`src/rtl/audio_dai_pkg.sv`:
```
// Shared constants and FSM state encoding for the audio DAI transmitter.
package audio_dai_pkg;

   localparam int MODE_I2S = 0;
   localparam int MODE_LJ  = 1;

   typedef enum logic {
      IDLE = 1'b0,
      RUN  = 1'b1
   } state_t;

endpackage

```
`src/rtl/audio_bclk_gen.sv`:
```
// Bit-clock divider: free-runs while run is high and flags the last clk of
// each BCLK period, which is where serial outputs are allowed to change.
module audio_bclk_gen #(
   parameter int BCLK_DIV = 4
) (
   input  logic clk,
   input  logic reset,
   input  logic run,
   output logic bclk,
   output logic fall
);

   localparam int CNT_W = $clog2(BCLK_DIV);
   localparam logic [CNT_W-1:0] LAST = CNT_W'(BCLK_DIV - 1);
   localparam logic [CNT_W-1:0] HALF = CNT_W'(BCLK_DIV / 2);

   logic [CNT_W-1:0] cnt;
   logic [CNT_W-1:0] cnt_next;

   always_comb begin
      cnt_next = '0;
      if (run && (cnt != LAST)) cnt_next = cnt + 1'b1;
   end

   assign fall = run && (cnt == LAST);

   // bclk is decoded from the next count so it stays a clean flop output
   always_ff @(posedge clk) begin
      if (reset) begin
         cnt  <= '0;
         bclk <= 1'b0;
      end else begin
         cnt  <= cnt_next;
         bclk <= (cnt_next >= HALF);
      end
   end

endmodule

```
`src/rtl/audio_dai_tx.sv`:
```
// Stereo DAI transmitter: one-entry (L,R) holding buffer feeding a frame
// shifter, serialised as I2S or left-justified on a divided bit clock.
module audio_dai_tx
   import audio_dai_pkg::*;
#(
   parameter int DATA_W   = 16,
   parameter int SLOT_W   = 32,
   parameter int BCLK_DIV = 4,
   parameter int MODE     = MODE_I2S
) (
   input  logic              clk,
   input  logic              reset,
   input  logic              enable,
   input  logic [DATA_W-1:0] s_left,
   input  logic [DATA_W-1:0] s_right,
   input  logic              s_valid,
   output logic              s_ready,
   output logic              aud_bclk,
   output logic              aud_lrck,
   output logic              aud_dacdat,
   output logic              frame_start,
   output logic              underrun,
   output state_t            fsm_state
);

   localparam int FRAME_W = 2 * SLOT_W;
   localparam int BIT_W   = $clog2(FRAME_W);
   localparam logic [BIT_W-1:0] LAST_BIT = BIT_W'(FRAME_W - 1);
   localparam logic [BIT_W-1:0] SLOT_IDX = BIT_W'(SLOT_W);
   localparam bit   IS_LJ     = (MODE == MODE_LJ);
   localparam logic LRCK_IDLE = IS_LJ ? 1'b0 : 1'b1;

   function automatic logic [FRAME_W-1:0] frame_image(input logic [DATA_W-1:0] l,
                                                      input logic [DATA_W-1:0] r);
      logic [FRAME_W-1:0] img;
      img = '0;
      img[FRAME_W-1 -: DATA_W] = l;
      img[SLOT_W-1 -: DATA_W]  = r;
      return img;
   endfunction

   state_t             state;
   state_t             state_next;
   logic [BIT_W-1:0]   bit_cnt;
   logic [BIT_W-1:0]   bit_inc;
   logic [FRAME_W-1:0] shreg;
   logic [FRAME_W-1:0] load_image;
   logic [DATA_W-1:0]  buf_l;
   logic [DATA_W-1:0]  buf_r;
   logic               fall;
   logic               frame_end;
   logic               accept;
   logic               load;

   audio_bclk_gen #(.BCLK_DIV(BCLK_DIV)) u_bclk_gen (
      .clk   (clk),
      .reset (reset),
      .run   (state == RUN),
      .bclk  (aud_bclk),
      .fall  (fall)
   );

   // Handshake: a pair transfers on any clk where s_valid && s_ready; s_ready
   // is simply "holding buffer empty" and never depends on s_valid.
   assign accept     = s_valid && s_ready;
   assign frame_end  = fall && (bit_cnt == LAST_BIT);
   assign bit_inc    = bit_cnt + 1'b1;
   assign load_image = s_ready ? '0 : frame_image(buf_l, buf_r);
   assign fsm_state  = state;

   always_comb begin
      state_next = state;
      load       = 1'b0;
      case (state)
         IDLE: begin
            if (enable && !s_ready) begin
               state_next = RUN;
               load       = 1'b1;
            end
         end
         RUN: begin
            if (frame_end) begin
               if (enable) load = 1'b1;
               else        state_next = IDLE;
            end
         end
         default: state_next = IDLE;
      endcase
   end

   always_ff @(posedge clk) begin
      if (reset) begin
         state       <= IDLE;
         bit_cnt     <= '0;
         shreg       <= '0;
         buf_l       <= '0;
         buf_r       <= '0;
         s_ready     <= 1'b1;
         frame_start <= 1'b0;
         underrun    <= 1'b0;
         aud_lrck    <= LRCK_IDLE;
         aud_dacdat  <= 1'b0;
      end else begin
         state       <= state_next;
         frame_start <= load;
         underrun    <= load && s_ready;

         // A same-clk accept wins: the shifter takes the old pair, the new one stays
         if (accept) begin
            buf_l   <= s_left;
            buf_r   <= s_right;
            s_ready <= 1'b0;
         end else if (load) begin
            s_ready <= 1'b1;
         end

         if (state_next == IDLE) begin
            bit_cnt    <= '0;
            shreg      <= '0;
            aud_lrck   <= LRCK_IDLE;
            aud_dacdat <= 1'b0;
         end else if (load) begin
            bit_cnt    <= '0;
            shreg      <= load_image;
            aud_lrck   <= 1'b0;
            // I2S runs one bit behind the slot, so it still owes the previous last bit
            aud_dacdat <= IS_LJ ? load_image[FRAME_W-1] : shreg[FRAME_W-1];
         end else if (fall) begin
            bit_cnt    <= bit_inc;
            shreg      <= {shreg[FRAME_W-2:0], 1'b0};
            aud_lrck   <= (bit_inc >= SLOT_IDX);
            aud_dacdat <= IS_LJ ? shreg[FRAME_W-2] : shreg[FRAME_W-1];
         end
      end
   end

endmodule

```
`config.mk`:
```
export PLATFORM = sky130hd
export DESIGN_NAME = audio_dai_tx
export DESIGN_NICKNAME = d
export VERILOG_FILES = /design/src/rtl/audio_dai_pkg.sv /design/src/rtl/audio_bclk_gen.sv /design/src/rtl/audio_dai_tx.sv
export SDC_FILE = /design/constraint.sdc
export NUM_CORES = 1
export LEC_CHECK = 0
export CAP_MARGIN = 15
export CORE_AREA = 2 2 122 124
export DETAILED_ROUTE_END_ITERATION = 12
export DIE_AREA = 0 0 124 126
export PLACE_DENSITY = 0.51
export REMOVE_ABC_BUFFERS = 1
export SETUP_SLACK_MARGIN = 0.4
export SKIP_LAST_GASP = 1
export SLEW_MARGIN = 5
export SYNTH_ARGS = -nofsm -noshare
export SYNTH_HDL_FRONTEND = slang
export SYNTH_SLANG_ARGS = --single-unit
```
`constraint.sdc`:
```
create_clock -name clk -period 2 [get_ports clk]
set_input_delay 0.5 -clock clk [delete_from_list [all_inputs] [get_ports clk]]
set_output_delay 0.5 -clock clk [all_outputs]
set_load 0.02 [all_outputs]
```
Word-level counts from Yosys, hierarchy flattened:

Cells that the tools add are included.

* add/sub/neg operators: 2
* equal/unequal tests: 3
* reduce and logical (&&, ||, !) cells: 11
* bitwise gates (word level): 2
* magnitude comparators: 2
* mux-type cells: 16

Operator list (number)
* $mux W64: 3
* $mux W1: 10
* $add A6 B1 Y6 const B: 1
* $eq A6 B6 Y1 const B: 1
* $ge A6 B6 Y1 const B: 1
* $logic_and A1 B1 Y1: 6
* $pmux W1 S2: 2
* $reduce_bool A2 Y1: 2
* $reduce_or A3 Y1: 1
* $add A2 B1 Y2 const B: 1
* $eq A2 B2 Y1 const B: 1
* $ge A2 B2 Y1 const B: 1
* $mux W2: 1
* $ne A2 B2 Y1 const B: 1
* $not A1 Y1: 2
* $reduce_or A2 Y1: 1
* $logic_not A1 Y1: 1

* register bits after elaboration: 111
* word-level logic and storage cells: 48
* input port bits: 36

Longest topological paths before layout:

* depth after elaboration: 7
* gate-level depth with buffers: 7
* mapped depth without buffers: 5

Hierarchy:

Synthesis repeated with hierarchy kept, for this count alone.

* cell total of the unflattened synthesis: 430
* area total of the unflattened synthesis: 3875.0 um2

Modules (own cells, without submodules)
* audio_dai_tx: area each 3756.1 um2, seq. area each 1841.8 um2, cells each 422, times used 1
* audio_bclk_gen: area each 118.9 um2, seq. area each 60.1 um2, cells each 8, times used 1

Least setup slack after synthesis:

No wires, ideal clock.

* path kind: reg2reg
* from: reg u_bclk_gen.cnt[0]
* to: reg shreg[18]
* slack: 491 ps
* cell stages (with the launch flop): 8
* data arrival time: 1385 ps
* period minus slack after synthesis: 1509 ps
* cells stage by stage: dfxtp_1 > ha_1 > and2_1 > buf_2 > o21a_4 > buf_6 > a222oi_1 > nor2_1

* cells in the longest elaborated chain, start to end: 7
* elaborated cells on any way between the ends: 11
* classes of those cells: 1 x eq/ne; 5 x mux; 1 x bitwise; 4 x reduce/logical

Ends and longest elaborated chain
* from (decl): RTL line audio_bclk_gen.sv:17 `logic [CNT_W-1:0] cnt;`
* from (signal assigned): RTL line audio_bclk_gen.sv:33 `cnt <= cnt_next;`
* $eq A2 B2 Y1 *: RTL line audio_bclk_gen.sv:25 `assign fall = run && (cnt == LAST);`
* $logic_and A1 B1 Y1 *: RTL line audio_bclk_gen.sv:25
* $logic_and A1 B1 Y1: RTL line audio_dai_tx.sv:66 `assign frame_end = fall && (bit_cnt == LAST_BIT);`
* $mux W1: RTL line audio_dai_tx.sv:82 `if (frame_end) begin`
* $pmux W1 S2: RTL line audio_dai_tx.sv:74 `case (state)`
* $not A1 Y1 (no line)
* $reduce_or A2 Y1 (no line)
* to (signal assigned): RTL line audio_dai_tx.sv:124 `shreg <= load_image;`
* to (signal assigned): RTL line audio_dai_tx.sv:130 `shreg <= {shreg[FRAME_W-2:0], 1'b0};`
* to (decl): RTL line audio_dai_tx.sv:46 `logic [FRAME_W-1:0] shreg;`

Every way passes the cells marked *; elsewhere a longest branch is shown, timed or not.
A chain may end at the register's enable or synchronous reset.

Final worst setup path:

* from: reg bit_cnt[1]
* to: reg shreg[31]

* cells in the longest elaborated chain, start to end: 6
* elaborated cells on any way between the ends: 10
* classes of those cells: 1 x eq/ne; 5 x mux; 1 x bitwise; 3 x reduce/logical

Ends and longest elaborated chain
* from (decl): RTL line audio_dai_tx.sv:44 `logic [BIT_W-1:0] bit_cnt;`
* from (signal assigned): RTL line audio_dai_tx.sv:129 `bit_cnt <= bit_inc;`
* $eq A6 B6 Y1 *: RTL line audio_dai_tx.sv:66
* $logic_and A1 B1 Y1 *: RTL line audio_dai_tx.sv:66
* $mux W1: RTL line audio_dai_tx.sv:82
* $pmux W1 S2: RTL line audio_dai_tx.sv:74
* $not A1 Y1 (no line)
* $reduce_or A2 Y1 (no line)

Marked as above.

==> impl_metrics.tcl <==
set metrics [dict create \
    status "finished clean" \
    cts_tree "yes" \
    fin_cells 621 \
    worst_pin_slew_ps 357 \
    switching_share 0.228 \
    holdBufCountCts 0 \
    utilization 0.318 \
    vdd_ir_drop_max_v 0.000471 \
    track_usage 0.109 \
    period_share 0.759 \
    powerDensity_nw_per_um2 908 \
    tns_ps 0 \
    fmax_mhz 659 \
    hpwl_um 5120 \
    die_w_um 124 \
    intPower_uw 3190 \
    antenna_found_initial 0 \
    async_reset_ff_frac 0 \
    synth-edff-count 0 \
    worst_skew_pair.late_latency_ps 340 \
    crit_type "reg2reg" \
    clockBufferDepth 2 \
    drive_above_1_share 0.119 \
    crit_required_ps 2220 \
    path_buf_inv 0 \
    clk_pin_slew_ps 60 \
    p_leak_uw 0.00155 \
    place.gp.congestion 0.745 \
    totalWireLength_um 8570 \
    setup_viol 0 \
    area_delta_synth_final_pct 29.3 \
    grt_max_degree 35 \
    numCtsBuffers 9 \
    vias_per_cell 4.73 \
    htreeDepth 3 \
    dp_cells 601 \
    cp_slowest_stage_delay_ps 370 \
    combPwrFrac 0.074 \
    diodes 0 \
    die-area_um2 15600 \
    cpMaxStageDelayCell "dfxtp_4" \
    drc 0 \
    ys.flop_type "dfxtp_1" \
    num_rows 44 \
    switching_power_uw 941 \
    initial_core_util 0.246 \
    crit_fanout 14 \
    grt_pass1_vias 2888 \
    cts-root-buf "clkbuf_16" \
    drt_pass1_iterations 6 \
    rsz0062_at_grt "true" \
    slew-limit-headroom 0.762 \
    die_y_um 126 \
    yosys_warnings 0 \
    finalHoldViolCount 0 \
    rrSetupSlack_ps 480 \
    cp-end-kind "register" \
    finClkSkew_ps 8.06 \
    syn_inst 392 \
    seq_power_share 0.476 \
    n_fill_cell 1536 \
    finalMaxSlewViolations 0 \
    vias 2939 \
    io_pins 43 \
    grt_overflow 0 \
    syn_area_um2 3520 \
    whs_ps 453 \
    first_iter_violations 250 \
    yosysSeqAreaShare 0.541 \
    period_needed_ps 1520 \
    postRouteAntennaNets 0 \
    hold_path.class "reg2reg" \
    avgSynthCellArea_um2 8.97 \
    worstPathArrival_ps 1740 \
    wire_per_inst_um 13.8 \
    maxCapViolations 0 \
    critPathTopFamily "compound AO/OA/AOI/OAI gates" \
    clkPwrFrac 0.450 \
    nets 470 \
    io_buffers 42 \
    ys_types 35 \
    core_area_um2 14300 \
    ys_ff_latch 95 \
    cp-start-kind "register" \
    grt_first_pass_wirelength_um 13700 \
    path_cells "ha_4 > nand3_4 > o21a_2 > a222oi_1 > nor2_1" \
    cts_sinks 95 \
]
## power by group through the flow
stage,sequential [uW],clock (uW),combinational [uW]
3_5_place_dp,2010,0,302
3_3_place_gp,2010,0,297
5_1_grt,1970,1990,338
4_1_cts,1970,1900,300
2_1_floorplan,2010,0,124
6_report,1970,1860,304
## synth_stat cells, types with 3 or more instances
| library cell | instances | area [um2] |
|---|---|---|
| a21oi_1 | 49 | 245 |
| nand2_1 | 104 | 390 |
| nand4_1 | 3 | 18.8 |
| xor2_1 | 3 | 26.3 |
| inv_1 | 3 | 11.3 |
| clkbuf_1 | 8 | 30.0 |
| o21ai_0 | 3 | 15.0 |
| buf_2 | 13 | 65.1 |
| nor2_1 | 41 | 154 |
| a222oi_1 | 31 | 310 |
| buf_4 | 4 | 30.0 |
| dfxtp_1 | 95 | 1900 |
| buf_6 | 5 | 56.3 |
## kinds of logic (layout without fill, tap and decap cells)
family,count (synthesis),in the layout,share of synthesized area
AO/OA/AOI/OAI,93,96,0.190
XOR/XNOR,5,5,0.0125
flip-flops,95,95,0.541
buffers and inverters,34,76,0.0559
AND/OR/NAND/NOR,162,162,0.191
multiplexers,1,1,0.00285
adder cells (fa/ha/maj),2,2,0.00712
## what timing repair did
action	CTS	global route
cloned	2	1
buffers inserted	0	1
resized for setup	15	18
pin swaps	1	4
setup endpoints to repair	44	59
## layout make-up
cell class	count	area, um2	share of cell area
Tap cell	184	230	0.0506
Multi-Input combinational cell	266	1500	0.330
Sequential cell	95	1910	0.420
Inverter	3	11.3	0.00248
Clock buffer	9	225	0.0495
Timing Repair Buffer	57	563	0.124
Clock inverter	7	103	0.0226
## worst min-delay path, cell delays in order (launching register included)
cell     delay (ps)
dfxtp_1         310
nand2_1          50
a21oi_1          50
## final timing paths
path	endpoint	cells after the start	from
min reg2reg	shreg[34]$_SDFFE_PP0P_	2	shreg[33]$_SDFFE_PP0P_
max	shreg[31]$_SDFFE_PP0P_	5	bit_cnt[1]$_SDFFE_PP0P_
max reg2reg	shreg[31]$_SDFFE_PP0P_	5	bit_cnt[1]$_SDFFE_PP0P_
min	shreg[34]$_SDFFE_PP0P_	2	shreg[33]$_SDFFE_PP0P_
## metal layers
metal	vias up	global-route usage	part of all wire	routed length (um)
met5	-	0	0	0
met4	0	0.0278	0.011	96
met3	10	0.0258	0.048	412
met2	66	0.183	0.48	4150
met1	1400	0.141	0.46	3910
li1	1463	-	-	-
## flip-flops by register name (all words and copies together), names as in the netlist
register / flops
buf_r: 16
underrun: 1
buf_l: 16
aud_dacdat: 1
shreg: 48
bit_cnt: 6
aud_lrck: 1
u_bclk_gen.cnt: 2
u_bclk_gen.bclk: 1
frame_start: 1
fsm_state: 1
s_ready: 1
## placed cells by master, fill, tap and decap left out, types with 2 or more instances in the layout
| cell type | n |
|---|---|
| bufinv_16 | 2 |
| buf_4 | 10 |
| clkbuf_2 | 2 |
| dlygate4sd2_1 | 6 |
| nor2_1 | 40 |
| nand3_4 | 2 |
| clkbuf_16 | 9 |
| ha_4 | 2 |
| o21a_2 | 2 |
| buf_6 | 2 |
| a222oi_1 | 31 |
| o21a_4 | 3 |
| nor3_1 | 2 |
| a21oi_1 | 49 |
| clkdlybuf4s50_1 | 33 |
| inv_6 | 3 |
| dfxtp_1 | 91 |
| nand4_1 | 3 |
| o21ai_0 | 2 |
| inv_1 | 3 |
| dfxtp_2 | 2 |
| dfxtp_4 | 2 |
| xor2_1 | 3 |
| xnor2_1 | 2 |
| buf_12 | 3 |
| nor3b_1 | 2 |
| nand2_1 | 103 |
| nand4b_1 | 2 |
| a21o_1 | 2 |
## metrics by stage
step                      area (um2)  total power (uW)  setup slack (ps)
after detailed placement        4130              2310             -95.1
after CTS                       4490              4170               316
after global routing            4550              4300               359
after global placement          4130              2310             -45.7
final                           4550              4130               483
after floorplan                 3330              2140              75.2
(Power assumes the default switching activity.)
